### src/rtl/rf_port_arbiter.sv
// rtl/rf_port_arbiter.sv - Round-robin arbiter sequencing two requesters onto a shared register file
module rf_port_arbiter #(
    parameter int ADDR_W = 5,
    parameter int DATA_W = 32
) (
    input  logic              clk,
    input  logic              reset,
    input  logic              req_a,
    input  logic              we_a,
    input  logic [ADDR_W-1:0] addr_a,
    input  logic [DATA_W-1:0] wdata_a,
    output logic              ack_a,
    output logic [DATA_W-1:0] rdata_a,
    input  logic              req_b,
    input  logic              we_b,
    input  logic [ADDR_W-1:0] addr_b,
    input  logic [DATA_W-1:0] wdata_b,
    output logic              ack_b,
    output logic [DATA_W-1:0] rdata_b,
    output logic              busy,
    output logic              rf_mode,
    output logic [ADDR_W-1:0] rf_write_address,
    output logic [DATA_W-1:0] rf_write_value,
    output logic [ADDR_W-1:0] rf_read_address,
    input  logic [DATA_W-1:0] rf_read_value
);
    typedef enum logic [1:0] {IDLE = 2'd0, SETUP = 2'd1, EXEC = 2'd2} state_t;

    state_t            state, stateNext;
    logic              ptrB, ptrBNext;
    logic              grantB, grantBNext;
    logic              opWe, opWeNext;
    logic [ADDR_W-1:0] opAddr, opAddrNext;
    logic [DATA_W-1:0] opWdata, opWdataNext;
    logic              modeNext, ackANext, ackBNext, busyNext;
    logic [ADDR_W-1:0] wAddrNext, rAddrNext;
    logic [DATA_W-1:0] wValueNext, rdataANext, rdataBNext;
    logic              eligA, eligB, pickB;

    // A requester whose ack is showing this cycle sits out, which hands a back-to-back slot to the other side.
    assign eligA = req_a && !ack_a;
    assign eligB = req_b && !ack_b;
    assign pickB = eligB && (!eligA || ptrB);

    always_ff @(posedge clk or negedge reset) begin
        if (!reset) begin
            state <= IDLE;
        end else begin
            state <= stateNext;
        end
    end

    always_comb begin
        stateNext = state;
        case (state)
            IDLE:    if (eligA || eligB) stateNext = SETUP;
            SETUP:   stateNext = EXEC;
            EXEC:    stateNext = IDLE;
            default: stateNext = IDLE;
        endcase
    end

    always_comb begin
        ptrBNext    = ptrB;
        grantBNext  = grantB;
        opWeNext    = opWe;
        opAddrNext  = opAddr;
        opWdataNext = opWdata;
        modeNext    = 1'b0;
        ackANext    = 1'b0;
        ackBNext    = 1'b0;
        wAddrNext   = rf_write_address;
        wValueNext  = rf_write_value;
        rAddrNext   = rf_read_address;
        rdataANext  = rdata_a;
        rdataBNext  = rdata_b;
        case (state)
            IDLE: begin
                if (eligA || eligB) begin
                    grantBNext  = pickB;
                    opWeNext    = pickB ? we_b : we_a;
                    opAddrNext  = pickB ? addr_b : addr_a;
                    opWdataNext = pickB ? wdata_b : wdata_a;
                    if (opWeNext) begin
                        wAddrNext  = opAddrNext;
                        wValueNext = opWdataNext;
                    end else begin
                        rAddrNext = opAddrNext;
                    end
                end
            end
            SETUP: modeNext = opWe;
            EXEC: begin
                ackANext = !grantB;
                ackBNext = grantB;
                ptrBNext = !grantB;
                if (!opWe) begin
                    if (grantB) rdataBNext = rf_read_value;
                    else        rdataANext = rf_read_value;
                end
            end
            default: ;
        endcase
        busyNext = (stateNext != IDLE);
    end

    always_ff @(posedge clk or negedge reset) begin
        if (!reset) begin
            ptrB             <= 1'b0;
            grantB           <= 1'b0;
            opWe             <= 1'b0;
            opAddr           <= '0;
            opWdata          <= '0;
            rf_mode          <= 1'b0;
            ack_a            <= 1'b0;
            ack_b            <= 1'b0;
            busy             <= 1'b0;
            rf_write_address <= '0;
            rf_write_value   <= '0;
            rf_read_address  <= '0;
            rdata_a          <= '0;
            rdata_b          <= '0;
        end else begin
            ptrB             <= ptrBNext;
            grantB           <= grantBNext;
            opWe             <= opWeNext;
            opAddr           <= opAddrNext;
            opWdata          <= opWdataNext;
            rf_mode          <= modeNext;
            ack_a            <= ackANext;
            ack_b            <= ackBNext;
            busy             <= busyNext;
            rf_write_address <= wAddrNext;
            rf_write_value   <= wValueNext;
            rf_read_address  <= rAddrNext;
            rdata_a          <= rdataANext;
            rdata_b          <= rdataBNext;
        end
    end
endmodule

### config.mk
export PLATFORM = sky130hd
export DESIGN_NAME = rf_port_arbiter
export DESIGN_NICKNAME = d
export VERILOG_FILES = /design/src/rtl/rf_port_arbiter.sv
export SDC_FILE = /design/constraint.sdc
export NUM_CORES = 1
export LEC_CHECK = 0
export CELL_PAD_IN_SITES_DETAIL_PLACEMENT = 0
export CELL_PAD_IN_SITES_GLOBAL_PLACEMENT = 1
export CORE_ASPECT_RATIO = 0.9
export CORE_MARGIN = 3
export CORE_UTILIZATION = 33
export DETAILED_ROUTE_END_ITERATION = 7
export GPL_ROUTABILITY_DRIVEN = 1
export PLACE_DENSITY_LB_ADDON = 0.1
export SYNTH_ARGS = -nofsm -noshare
export SYNTH_HDL_FRONTEND = slang
export SYNTH_SLANG_ARGS = --single-unit
### constraint.sdc
create_clock -name clk -period 2 [get_ports clk]
set_input_delay 0.3 -clock clk [delete_from_list [all_inputs] [get_ports clk]]
set_output_delay 0.3 -clock clk [all_outputs]
set_load 0.1 [all_outputs]
==> results.md <==
- Die Y: 121 um
- Async S/R FF share, synth: 100%
- Top-area cell type share of the netlist area: about 59%
- Vias in the first global route: 3,684
- Core ar.: 0.0142 mm2
- Fillcell total: approximately 1,200
- Syn nets: 407
- Post-synthesis cell type count: 26
- Num ports: 222
- CP max stage delay: 470 ps
- Clk_lat worst skew: about 400 ps
- Synth Warn #: 0
- Antenna violations before repair: 0
- Hold WC Path Type: reg -> reg
- Post-route minimum period: ~1900 ps
- FF+latch count, synth: ~120
- Fin. max-slew vios: 0
- Post-route ant nets: 0
- Sink Count: 115
- Clk root buf: clkbuf_16
- All-Layer GR Usage: 15.7%
- Total CTS buffers: 17
- Cell taking the most area after synthesis: dfrtp_1
- Gr busiest metal: met2
- Drt first pass iters: 4
- Remaining DRCs: 0
- HP Start: rdata_a[6]
- Worst-path cell chain: nand2b_4 -> or3b_1 -> a21boi_4 -> buf_12 -> mux2_2
- Worst Hold Margin: roughly 500 ps
- Met3 Usage GRT: 7.71%
- Met2 Usage GRT: a little over a quarter
- Type of origin of the critical path: flop
- Slew headroom: 58.6%
- Total Nets Final: between 600 and 700
- Reg2reg setup slack: 50 ps
- Die width: approximately 130 um
- IO buf count: 221
- Syn Area/Cell: 16.5 um2
- Required @ worst endpoint: about 2300 ps
- Max-Cap Viols: 0
- Crit. Startpoint: ack_b
- Setup crit end kind: flop
- Met1 Track Usage GR: 18.3%
- Vias: 3,341
- CTS tree: done
- Most common cell in the synthesized netlist: mux2_2
- Final Instance Area: 0.00775 mm2
- Final period utilization: 97.3%
- Number of core rows: 41
- Maximum achievable frequency: 514 MHz
- Post-synth EDFFs: 0
- Final hold vios: 0
- Die area: 0.0162 mm2
- Initial DRC Count: 60
- Endpoints failing setup: 0
- Commonest cells in the synthesized netlist: mux2_2 (122), dfrtp_1 (115), mux2_4 (20)
- First-pass GRT wire length: 19,800 um
- Synth Flop Type: dfrtp_1
- CTS clock-pin slew for the worst setup and hold paths: 50 ps
- Area after DPL: 0.00716 mm2
- Tightest Pin Transition: 621 ps
- Syn-to-layout area delta: 59.3%
- Number of diodes: 0
- Mapped Area: 0.00486 mm2
- Layout cells sized above 1: 55.7%
- Gr ovfl total: 0
- Post-synthesis sequential area ratio: 59.2%
- CTS H-Tree Depth: 4
- Worst r2r src: ack_b
- Clock tree buffer depth: 2
- Kind of critical path: reg -> reg
- Crit-path max FO: 20
- Final Skew: 17.8 ps
- Final WL: about 12,000 um
- Routability congestion estimate: 0.732
- CP arrival: 2230 ps
- RSZ-0062 raised after global routing: yes
- Wirelength per Cell: 16.5 um
- Largest net degree at the start of global routing: 116
- Setup TNS: 0 ps
- Synth area leaders: dfrtp_1 (59%), mux2_2 (28%), mux2_4 (6.2%), buf_12 (1.2%), buf_6 (0.69%)
- Hpwl dp: approximately 9100 um
- Outcome: complete, no violations
- Synth Instances: 295
- CP max stage cell: dfrtp_4
- Vias per cell: roughly 4.5
- Initial Util: approximately a third
-- per-layer routing --
| layer | vias up | routed length, um |
|---|---|---|
| li1 | 1542 | - |
| met4 | 0 | 39 |
| met2 | 133 | 6110 |
| met3 | 4 | 1140 |
| met5 | - | 0 |
| met1 | 1662 | 4950 |
-- area by class of cell --
type / instances / area (um2) / area share (%)
tap: 193 / 241 / 3.12
inverter: 2 / 7.51 / 0.0969
clock inverter: 4 / 45.0 / 0.581
clock buffer: 28 / 517 / 6.67
multi-input combinational: 164 / 1900 / 24.5
timing repair buffer: 238 / 2150 / 27.8
sequential: 115 / 2890 / 37.2
-- placed cells by master, fill, tap and decap left out, drive strengths merged, types with 2 or more instances in the layout --
master         count
buf              127
clkbuf            28
clkdlybuf4s50    110
clkinv             3
dfrtp            115
inv                2
mux2             144
nand2b             2
nor2               4
nor2b              2
-- critical path: cells and delay by family (launching register included) --
kind            cells  cell delay, ps
compound gates      1             230
buf+inv             1             210
flops               1             470
mux                 1             350
simple gates        2             570
-- stage by stage --
| stage | utilization, % | std cells | worst slack [ps] |
|---|---|---|---|
| finish | 54.5 | 744 | 53.4 |
| CTS | 54.4 | 743 | 33.5 |
| global placement | 50.4 | 711 | -214 |
| detailed placement | 50.4 | 711 | -241 |
| global route | 54.5 | 744 | -38.9 |
| floorplan | - | 295 | -74.9 |
-- path summary, 6_finish.rpt --
kind	to	cells past startpoint
setup / recovery	rf_write_value[15]	5
hold / removal	rdata_a[6]	1
setup reg to reg	rf_write_value[15]	5
hold reg to reg	rdata_a[6]	1
max in group asynchronous	rdata_a[2]	3
min in group asynchronous	rdata_a[22]	3
-- sequential cells by signal, indices dropped and copies added (netlist names), 2 cells and up --
signal and count:
rf_write_address 5, state 2, rdata_b 32, rf_write_value 32
rf_read_address 5, rdata_a 32
-- cells by family after synthesis --
| family | after synthesis | synth area share (%) |
|---|---|---|
| flip-flops | 115 | 59.2 |
| AND/OR/NAND/NOR | 16 | 2.21 |
| buffers and inverters | 16 | 2.93 |
| AO/OA/AOI/OAI | 4 | 0.823 |
| multiplexers | 144 | 34.9 |
-- repair_timing --
action	in CTS	in global routing
setup buffers	0	0
endpoints found under the setup margin	0	26
endpoints found under the hold margin	0	2
hold buffers	0	1
resized for setup	0	4
Power is not shown: default switching activity piles up to over one toggle a cycle in this logic, so the estimate is an artifact.
